`config.mk`:
```
export PLATFORM = sky130hd
export DESIGN_NAME = cmp_serial_sched
export DESIGN_NICKNAME = d
export VERILOG_FILES = /design/src/rtl/cmp_sched_pkg.sv /design/src/rtl/cmp_cell_1bit.sv /design/src/rtl/cmp_serial_sched.sv
export SDC_FILE = /design/constraint.sdc
export NUM_CORES = 1
export LEC_CHECK = 0
export BUFFER_PORTS_ARGS = -buffer_cell sky130_fd_sc_hd__clkbuf_2
export CAP_MARGIN = 10
export CORE_MARGIN = 2
export CORE_UTILIZATION = 45
export DETAILED_ROUTE_END_ITERATION = 6
export HOLD_SLACK_MARGIN = 0.1
export PLACE_DENSITY = 0.79
export SLEW_MARGIN = 20
export SYNTH_ARGS = -nofsm -noshare
export SYNTH_HDL_FRONTEND = slang
export SYNTH_SLANG_ARGS = --single-unit
export TNS_END_PERCENT = 100
```
`constraint.sdc`:
```
create_clock -name clk -period 1.3 [get_ports clk]
set_input_delay 0 -clock clk [delete_from_list [all_inputs] [get_ports clk]]
set_output_delay 0 -clock clk [all_outputs]
set_load 0.03 [all_outputs]
```
`src/rtl/cmp_sched_pkg.sv`:
```
//============================================================================
// Module      : cmp_sched_pkg
// Description : Shared types and helpers for the bit-serial compare scheduler.
// Revision    : 1.0 - initial release
//============================================================================
`default_nettype none

package cmp_sched_pkg;

  // Scheduler phases: waiting for a request, walking bits, holding a result.
  typedef enum logic [1:0] {
    IDLE = 2'd0,
    RUN  = 2'd1,
    DONE = 2'd2
  } sched_state_t;

  localparam int NUM_REQ = 2;

  // Identifies which requester owns an operation or result.
  typedef logic [0:0] req_id_t;

  // Bit counter width; a one-bit operand still needs a one-bit counter.
  function automatic int cnt_width(input int width);
    return (width > 1) ? $clog2(width) : 1;
  endfunction

endpackage

`default_nettype wire

```
`src/rtl/cmp_cell_1bit.sv`:
```
//============================================================================
// Module      : cmp_cell_1bit
// Description : One stage of a cascaded less-than comparator. A differing bit
//               decides the result (a<b exactly when b is the 1); an equal
//               bit forwards the result of the lower-order bits.
// Revision    : 1.0 - initial release
//============================================================================
`default_nettype none

module cmp_cell_1bit (
  input  logic a,
  input  logic b,
  input  logic in,
  output logic w
);

  // Decide on a differing bit, otherwise pass the lower-bit verdict along.
  always_comb begin
    w = (a ^ b) ? b : in;
  end

endmodule

`default_nettype wire

```
`src/rtl/cmp_serial_sched.sv`:
```
//============================================================================
// Module      : cmp_serial_sched
// Description : Two-requester scheduler sharing a single 1-bit compare cell.
//               Operands are shifted LSB-first through the cell over WIDTH
//               cycles with the cascade value held in a carry flop. The
//               carry is seeded with the requester's le bit so the same
//               walk yields either a<b or a<=b.
// Revision    : 1.0 - initial release
//============================================================================
`default_nettype none

module cmp_serial_sched
  import cmp_sched_pkg::*;
#(
  parameter int WIDTH = 3
) (
  input  logic               clk,
  input  logic               rst,
  input  logic [NUM_REQ-1:0] req_valid,
  output logic [NUM_REQ-1:0] req_ready,
  input  logic [WIDTH-1:0]   req_a0,
  input  logic [WIDTH-1:0]   req_b0,
  input  logic [WIDTH-1:0]   req_a1,
  input  logic [WIDTH-1:0]   req_b1,
  input  logic [NUM_REQ-1:0] req_le,
  output logic               rsp_valid,
  input  logic               rsp_ready,
  output logic               rsp_lt,
  output logic               rsp_id,
  output logic               busy
);

  localparam int               CNT_W    = cnt_width(WIDTH);
  localparam logic [CNT_W-1:0] CNT_LAST = CNT_W'(WIDTH - 1);
  localparam logic [CNT_W-1:0] CNT_ONE  = CNT_W'(1);

  sched_state_t     state_q, state_d;
  req_id_t          ptr_q, ptr_d;
  req_id_t          id_q, id_d;
  logic             carry_q, carry_d;
  logic [CNT_W-1:0] cnt_q, cnt_d;
  logic [WIDTH-1:0] a_sh_q, a_sh_d;
  logic [WIDTH-1:0] b_sh_q, b_sh_d;
  logic             rsp_valid_q, rsp_valid_d;
  logic             rsp_lt_q, rsp_lt_d;
  logic             rsp_id_q, rsp_id_d;

  req_id_t          grant;
  logic             accept;
  logic             cell_w;

  // The shared comparator stage, fed by the low bits of the shift registers.
  cmp_cell_1bit u_cell (
    .a  (a_sh_q[0]),
    .b  (b_sh_q[0]),
    .in (carry_q),
    .w  (cell_w)
  );

  // Arbiter: a lone requester always wins, a tie goes to the pointer.
  // Ready is offered only in IDLE and is forced low while reset is held.
  always_comb begin
    grant     = ptr_q;
    req_ready = '0;
    if (req_valid == 2'b01) begin
      grant = 1'b0;
    end else if (req_valid == 2'b10) begin
      grant = 1'b1;
    end
    if ((state_q == IDLE) && (|req_valid) && !rst) begin
      req_ready[grant] = 1'b1;
    end
  end

  assign accept = |(req_valid & req_ready);

  // Sequencing: capture on accept, walk one bit per cycle, hold the verdict.
  always_comb begin
    state_d     = state_q;
    ptr_d       = ptr_q;
    id_d        = id_q;
    carry_d     = carry_q;
    cnt_d       = cnt_q;
    a_sh_d      = a_sh_q;
    b_sh_d      = b_sh_q;
    rsp_valid_d = rsp_valid_q;
    rsp_lt_d    = rsp_lt_q;
    rsp_id_d    = rsp_id_q;

    case (state_q)
      IDLE: begin
        if (accept) begin
          a_sh_d  = grant[0] ? req_a1 : req_a0;
          b_sh_d  = grant[0] ? req_b1 : req_b0;
          carry_d = req_le[grant];
          cnt_d   = '0;
          id_d    = grant;
          ptr_d   = ~grant;
          state_d = RUN;
        end
      end

      RUN: begin
        carry_d = cell_w;
        a_sh_d  = a_sh_q >> 1;
        b_sh_d  = b_sh_q >> 1;
        if (cnt_q == CNT_LAST) begin
          // Last bit: publish the verdict registered alongside the carry.
          state_d     = DONE;
          rsp_valid_d = 1'b1;
          rsp_lt_d    = cell_w;
          rsp_id_d    = id_q[0];
        end else begin
          cnt_d = cnt_q + CNT_ONE;
        end
      end

      DONE: begin
        if (rsp_ready) begin
          state_d     = IDLE;
          rsp_valid_d = 1'b0;
        end
      end

      default: begin
        state_d     = IDLE;
        rsp_valid_d = 1'b0;
      end
    endcase
  end

  // State and datapath registers; reset abandons any in-flight compare.
  always_ff @(posedge clk or posedge rst) begin
    if (rst) begin
      state_q     <= IDLE;
      ptr_q       <= '0;
      id_q        <= '0;
      carry_q     <= 1'b0;
      cnt_q       <= '0;
      a_sh_q      <= '0;
      b_sh_q      <= '0;
      rsp_valid_q <= 1'b0;
      rsp_lt_q    <= 1'b0;
      rsp_id_q    <= 1'b0;
    end else begin
      state_q     <= state_d;
      ptr_q       <= ptr_d;
      id_q        <= id_d;
      carry_q     <= carry_d;
      cnt_q       <= cnt_d;
      a_sh_q      <= a_sh_d;
      b_sh_q      <= b_sh_d;
      rsp_valid_q <= rsp_valid_d;
      rsp_lt_q    <= rsp_lt_d;
      rsp_id_q    <= rsp_id_d;
    end
  end

  assign rsp_valid = rsp_valid_q;
  assign rsp_lt    = rsp_lt_q;
  assign rsp_id    = rsp_id_q;
  assign busy      = (state_q != IDLE);

endmodule

`default_nettype wire

```
Word level (Yosys, flattened, before mapping)

Cells that the tools add are included.
W data, S select, Z words.

Register bits after elaboration: 16
Latch bits: 0
Bits in writable memories: 0
ROM bits: 0
Bits of input ports: 19
Output and inout bits: 6
Word-level logic and storage cells: 67
Memories: 0

$add $sub $neg: 1
Multiply operators: 0
Divide/modulo/power cells: 0
Order comparisons: 2
Equality and inequality tests: 9
Shift operators: 0
Mux-type cells: 26
Bitwise operators: 4
Reduce and logical (&&, ||, !) cells: 15

Operators with widths:

| cell                  | count |
|---|---|
| $mux W2               | 6 |
| $mux W3               | 4 |
| $pmux W3 S2           | 2 |
| $mux W1               | 9 |
| $reduce_and A3 Y1     | 3 |
| $ne A2 B2 Y1 const B  | 4 |
| $eq A2 B2 Y1 const B  | 3 |
| $pmux W2 S3           | 1 |
| $reduce_and A2 Y1     | 3 |
| $eq A2 B1 Y1 const B  | 2 |
| $pmux W2 S2           | 1 |
| $reduce_bool A2 Y1    | 2 |
| $reduce_or A2 Y1      | 2 |
| $logic_and A1 B1 Y1   | 3 |
| $pmux W1 S3           | 1 |
| $add A2 B1 Y2 const B | 1 |
| $and A2 B2 Y2         | 1 |
| $logic_not A2 Y1      | 1 |
| $lt A1 B2 Y1 const B  | 1 |
| $not A1 Y1            | 2 |
| $pmux W1 S2           | 1 |
| $demux W1 S1          | 1 |
| $ge A1 B1 Y1 const B  | 1 |
| $logic_not A1 Y1      | 1 |
| $xor A1 B1 Y1         | 1 |

Logic depth before layout (Yosys ltp)

Gate-level depths: netlist of the first run.

Word-level depth: 12
Gate-level depth with buffers: 4
Depth with buffers taken out: 4

By module

A second synthesis of the first run with hierarchy kept.

Cell total of the unflattened synthesis: 77
Area, all modules: 848.3 µm²

By module, submodules not included:

| module           | times used | cells an instance | area an instance (µm²) | seq. area each (µm²) |
|---|---|---|---|---|
| cmp_serial_sched | 1          | 75                | 833.3                  | 400.4 |
| cmp_cell_1bit    | 1          | 2                 | 15.0                   | 0.0 |

Worst setup path after synthesis of the first run

No wires, ideal clock.

Kind: register to register
Start point: register state_q[0]
End point: register ptr_q
Setup time: 0.119 ns
Arrival: 1.158 ns
Data required time: 1.181 ns
Path slack: 0.023 ns
Cell stages (with the launch flop): 4
Buffers on the path: 0
Clock period less this slack: 1.277 ns
Cell sequence: dfrtp_1 nor3_2 and3_4 o21ba_1

Word-level cells in the longest chain between the ends: 7

RTL lines:

| what                               | RTL line                | source |
|---|---|---|
| start, declared                    | cmp_serial_sched.sv:37  | `sched_state_t state_q, state_d;` |
| start signal, assigned             | cmp_serial_sched.sv:146 | `state_q <= state_d;` |
| $logic_not A2 Y1                   | cmp_serial_sched.sv:70  | `if ((state_q == IDLE) && (\|req_valid) && !rst) begin` |
| $logic_and A1 B1 Y1 (2 in series)  | cmp_serial_sched.sv:70  |  |
| $mux W2                            | cmp_serial_sched.sv:70  |  |
| via req_ready[1]                   | cmp_serial_sched.sv:20  | `output logic [NUM_REQ-1:0] req_ready,` |
| $and A2 B2 Y2                      | cmp_serial_sched.sv:75  | `assign accept = \|(req_valid & req_ready);` |
| $reduce_or A2 Y1                   | cmp_serial_sched.sv:75  |  |
| $reduce_and A2 Y1 (no source line) | -                       |  |
| end signal, assigned               | cmp_serial_sched.sv:147 | `ptr_q <= ptr_d;` |
| end, declared                      | cmp_serial_sched.sv:38  | `req_id_t ptr_q, ptr_d;` |

The timed path passes the listed nets, and every way through them passes these cells.
A chain may end at the register's enable or synchronous reset.

Worst setup path in the final report of the first run

Start point: register state_q[1]
End point: output req_ready[0]

Word-level cells in the longest chain between the ends: 4

RTL lines:

| what                              | RTL line |
|---|---|
| $logic_not A2 Y1                  | cmp_serial_sched.sv:70 |
| $logic_and A1 B1 Y1 (2 in series) | cmp_serial_sched.sv:70 |
| $mux W2                           | cmp_serial_sched.sv:70 |
| end, declared                     | cmp_serial_sched.sv:20 |

No other way between the ends.

==> flow_summary.yaml, run 1 <==
run_status:
  status: "finished, violations left"
  violations: "negative setup slack"
global_routing:
  overflow: 0
  grt.total_usage_pct: 23.3
  grt_pass1_vias: 916
  grt_first_pass_wirelength_um: 4080
  grt_max_degree: 17
  antenna_found_initial: 0
sta:
  tightest_slew_ps: 624
  whs_ps: 120
  relSlewSlack_pct: 58.3
  rsz0062_at_grt: "true"
  final.min_clock_period_ps: 1380
  setup_viol: 11
  fmax_mhz: 722
  skew_ps: 3.43
  finalCritPeriodShare_pct: 107
  setup_slack_ps: -84.5
  hold_viol_final: 0
  slew_viol_final: 0
yosys:
  synthArstFlopShare_pct: 100
  avgSynthCellArea_sq_um: 10.6
  synth_cell_types: 34
  synth-edff-count: 0
  synth_seq_cells: 16
  synthFlopType: "dfrtp_1"
  synthCells: 84
  syn-num-nets: 104
  ys_seq_area_share_pct: 45.0
  synth_warnings: 0
  syn_area_sq_um: 890
drt:
  postRouteAntennaNets: 0
  drc: 0
  drt_pre_antenna_iters: 4
  wl_um: 2620
  wl_per_cell_um: 16.2
  vias: 920
  via_per_inst: 5.68
  drt_iter0_markers: 17
placed_design:
  placed_cell_area_sq_mm: 0.00107
  dp_slack_ps: 27.5
  gp_congestion: 0.776
  placedCellCount: 139
  io_buffers: 24
  hpwl_um: 1550
final_layout:
  fin_nets: 156
  final_cell_mix: "21 x clkbuf_2, 16 x dlygate4sd3_1, 15 x dfrtp_1, 7 x nand4_1, 7 x buf_4"
  final_cells: 162
  nFillCells: 139
  area_delta_synth_final_pct: 57.2
  drive_gt1_share_pct: 39.3
  antennaDiodeCount: 0
  mostFrequentLayoutCell: "clkbuf_2"
  design_area_sq_mm: 0.00140
power:
  vdd_drop_max_v: 0.00116
  powerDensity_mw_per_mm2: 2070
  power_mw: 2.89
  p_leak_nw: 0.668
clock_tree:
  cts_buffers: 3
  cts_root_buf: "clkbuf_4"
  clk_latency_ps: 300
  path_clk_slew_ps: 100
  cts_tree: "yes"
  clock_sinks: 16
  h-tree-depth: 1
  cts_max_path_buffers: 2
die:
  dieArea_sq_mm: 0.00235
  rows: 16
  coreArea_sq_mm: 0.00192
  die_w_um: 48.5
  die_y_um: 48.5
  initial_core_util_pct: 46.3
  ios: 25
critical_path:
  r2r_start: "state_q[1]"
  reg2reg_to: "cnt_q[1]"
  start_kind: "flop"
  r2r_cells: 4
  reg2reg_slack_ps: -60
  cp_max_fo: 3
  criticalPathCategory: "flop to primary output"
  arrival_ps: 1380
  worst_ep_required_time_ps: 1300
  endpoint_kind: "primary output"
hold_path:
  hold_end: "b_sh_q[1]"
  hp-class: "input port to flop"
  min_path_cells: 3
  hold_start: "req_valid[1]"
run:
  cap_violations: 0
[Yosys cell counts, types with 2 or more instances]
cell type	count	area share, %
a221o_1	2	2.3
o21ai_0	3	1.7
nand3_1	5	2.8
nor2_1	2	0.84
o311ai_0	3	3.0
nand2b_1	4	2.8
nand4_1	7	4.9
and3_1	2	1.4
inv_1	5	2.1
dfrtp_1	16	45
and2_1	2	1.4
nor3_2	2	2.3
mux2i_1	2	2.3
o211ai_1	2	1.7
nand2_1	6	2.5
o21ba_1	3	3.4
[per-stage QoR]
step,util (%),TNS (ps)
6_report,72.8,-487
5_1_grt,72.8,-1150
4_1_cts,69.5,-332
3_5_place_dp,55.8,0
3_3_place_gp,55.8,0
2_1_floorplan,-,0
[flip-flops by register name, indices dropped and copies added (netlist names)]
register	count
state_q	2
b_sh_q	3
id_q	1
a_sh_q	3
rsp_lt	1
cnt_q	2
rsp_valid	1
ptr_q	1
rsp_id	1
carry_q	1
[what timing repair did]
action | in CTS | in global routing
resized for setup | 12 | 12
cloned | 0 | 0
pin swaps | 4 | 2
setup buffers | 3 | 0
hold buffers | 16 | 0
endpoints found under the setup margin | 2 | 15
endpoints found under the hold margin | 26 | 0
[where the power goes]
group          switching, mW  total [mW]  leakage (nW)  internal (mW)
registers              0.180       0.903         0.196          0.723
clock network          0.179       0.350        0.0210          0.171
logic                  0.834        1.64         0.451          0.804
total                   1.19        2.89         0.668           1.70
[routing by layer]
layer | up-vias | track usage, % | part of all wire, %
met1 | 431 | 27.8 | 41
met4 | 0 | 18.1 | 5.3
met3 | 18 | 4.94 | 5.2
li1 | 423 | - | -
met5 | - | 0 | 0
met2 | 48 | 36.6 | 49
[worst max path at each step]
stage / slack (ps) / startpoint / to / depth (start not counted)
final: -80 / state_q[1] / req_ready[0] / 4
after detailed placement: 30 / state_q[1] / b_sh_q[1] / 3
after floorplan: 20 / state_q[0] / ptr_q / 3
after global placement: 90 / state_q[0] / req_ready[0] / 4
after global routing: -130 / state_q[1] / req_ready[0] / 4
after CTS: -70 / state_q[1] / req_ready[0] / 4
[logic make-up after synthesis]
kind of cell | count (synthesis) | synth area share (%)
buffers and inverters | 8 | 4.78
AOI/OAI and AO/OA | 21 | 20.1
and+or+nand+nor | 35 | 24.8
adders and majority gates | 1 | 1.41
muxes | 3 | 3.94
DFF | 16 | 45.0
[area by class of cell]
class,count,area (sq um),area share (%)
Clock buffer,4,36.3,2.59
Multi-Input combinational cell,60,513,36.7
Timing Repair Buffer,50,395,28.3
Inverter,5,18.8,1.34
Sequential cell,16,402,28.7
Tap cell,27,33.8,2.42
[critical path, cell delays in order, from the launching register on]
cell and delay [ps]:
dfrtp_1 430, nor3_4 270, buf_6 140, and2_4 130, buf_8 110
No activity file was read; power rests on OpenSTA's default activity.
==> inputs of run 2 (changes only) <==
PLACE_DENSITY = 0.76   (was 0.79)
clock period = 1.55 ns   (was 1.3 ns; I/O delays follow)
==> run 2 against run 1 <==
Effect of this change: the run now ends clean; global-route usage shrank 2.3 points; sequential share of layout area grew 3.1 points; non-clock buffer count shrank 3; combinational power shrank 32%; clock power shrank 36%; cell count shrank 2.5%; via count shrank 5.4%; highest routed layer unchanged.
==> flow_summary.yaml, run 2 (synthesis results as in run 1) <==
final_layout:
  fin_nets: 153
  nFillCells: 169
  multi_input_area_sq_um: 453
  area.sequential_sq_um: 403
  area_delta_synth_final_pct: 42.5
  mostFrequentLayoutCell: "clkbuf_2"
  utilization_pct: 66.0
  design_area_sq_mm: 0.00127
  drive_gt1_share_pct: 35.1
  final_cell_mix: "23 x clkbuf_2, 15 x dlygate4sd3_1, 14 x dfrtp_1, 7 x nand4_1, 7 x buf_4"
  antennaDiodeCount: 0
  final_cells: 158
  reg_top3: "a_sh_q x3, b_sh_q x3"
hold_path:
  hold_start: "req_a1[0]"
  hp-class: "input port to flop"
drt:
  drt_pre_antenna_iters: 5
  postRouteAntennaNets: 0
  via_per_inst: 5.51
  vias: 870
  wl_per_cell_um: 14.3
  drt_iter0_markers: 19
  wl_um: 2260
  drc: 0
sta:
  skew_ps: 4.92
  slew_viol_final: 0
  tightest_slew_ps: 612
  fmax_mhz: 682
  setup_slack_ps: 83.1
  finalCritPeriodShare_pct: 94.6
  final.min_clock_period_ps: 1470
  rsz0062_at_grt: "false"
  setup_viol: 0
  hold_viol_final: 0
  tns_ps: 0
  relSlewSlack_pct: 59.2
power:
  sw_frac_of_total_pct: 41.6
  powerDensity_mw_per_mm2: 1660
  comb_power_share_pct: 53.4
  intPower_mw: 1.23
  power_frac_clock_pct: 10.7
  vdd_drop_max_v: 0.000797
  seqPwrFrac_pct: 35.9
  p_switching_uw: 875
  p_leak_nw: 0.613
clock_tree:
  clock_sinks: 16
  cts_buffers: 3
  cts_max_path_buffers: 2
  cts_tree: "yes"
  clk_latency_ps: 290
  h-tree-depth: 1
  path_clk_slew_ps: 100
  cts_root_buf: "clkbuf_4"
global_routing:
  overflow: 0
  grt.total_usage_pct: 21.0
  antenna_found_initial: 0
  grt_pass1_vias: 871
  grt_first_pass_wirelength_um: 3820
  grt_max_degree: 17
die:
  dieArea_sq_mm: 0.00235
  initial_core_util_pct: 46.3
  coreArea_sq_mm: 0.00192
  rows: 16
  die_y_um: 48.5
  ios: 25
  die_w_um: 48.5
run_status:
  status: "finished clean"
placed_design:
  dp_slack_ps: 192
  placedCellCount: 134
  placed_cell_area_sq_mm: 0.00103
  hpwl_um: 1440
  io_buffers: 24
  gp_congestion: 0.813
critical_path:
  endpoint_kind: "primary output"
  r2r_start: "state_q[1]"
  start_kind: "flop"
  criticalPathCategory: "flop to primary output"
  critical_path.startpoint: "state_q[0]"
  worst_ep_required_time_ps: 1550
  cp_max_fo: 7
  arrival_ps: 1470
run:
  cap_violations: 0
==> run 2: changes by cell type in the layout (fill, tap and decap cells not counted), sizes merged <==
| cell | delta |
|---|---|
| buf | -4 |
| clkbuf | +1 |
| dlygate4sd3 | -1 |
==> run 2: area by class of cell <==
type	count	share of cell area (%)
multi-input cells	60	35.7
well taps	27	2.67
clock buffers	3	1.78
flip-flops and latches	16	31.8
repair buffers	47	26.6
inverters	5	1.48
==> run 2: critical path, stage by stage, from the launching register on <==
cell,delay [ps]
dfrtp_2,470
nor3_4,260
and3_4,250
clkbuf_2,200
==> run 2: path summary, 6_finish.rpt <==
path                           endpoint  slack [ps]  cells past startpoint
min reg2reg                    cnt_q[0]         480                      1
min                           a_sh_q[0]         100                      4
max reg2reg                      rsp_id         160                      4
max in group asynchronous    state_q[1]         670                      3
max                        req_ready[1]          80                      3
min in group asynchronous     rsp_valid         450                      3
==> run 2: repair_timing <==
| item | in CTS | in global routing |
|---|---|---|
| hold buffers | 15 | 0 |
| endpoints found under the setup margin | 1 | 1 |
| gates resized for setup | 3 | 3 |
| buffers inserted | 0 | 6 |
| pin swaps | 0 | 1 |
| hold endpoints to repair | 26 | 0 |
==> run 2: power by group through the flow <==
stage / sequential [mW] / clock, mW / combinational (mW)
after floorplan: 0.786 / 0 / 0.702
after global placement: 0.742 / 0 / 0.950
after detailed placement: 0.748 / 0 / 0.966
after CTS: 0.753 / 0.225 / 1.01
after global routing: 0.779 / 0.248 / 1.23
final: 0.755 / 0.225 / 1.12
==> run 2: through the flow <==
step           total power [mW]  hold WS, ps
2_1_floorplan              1.49        -86.3
3_3_place_gp               1.69          193
3_5_place_dp               1.71          209
4_1_cts                    1.99          111
5_1_grt                    2.26          122
6_report                   2.10          103
==> run 2: routing by layer <==
layer	GRT usage [%]	share of wire [%]
met4	9.05	2.8
met2	36.8	49
met3	3.70	3.5
met5	0	0
met1	25.3	45
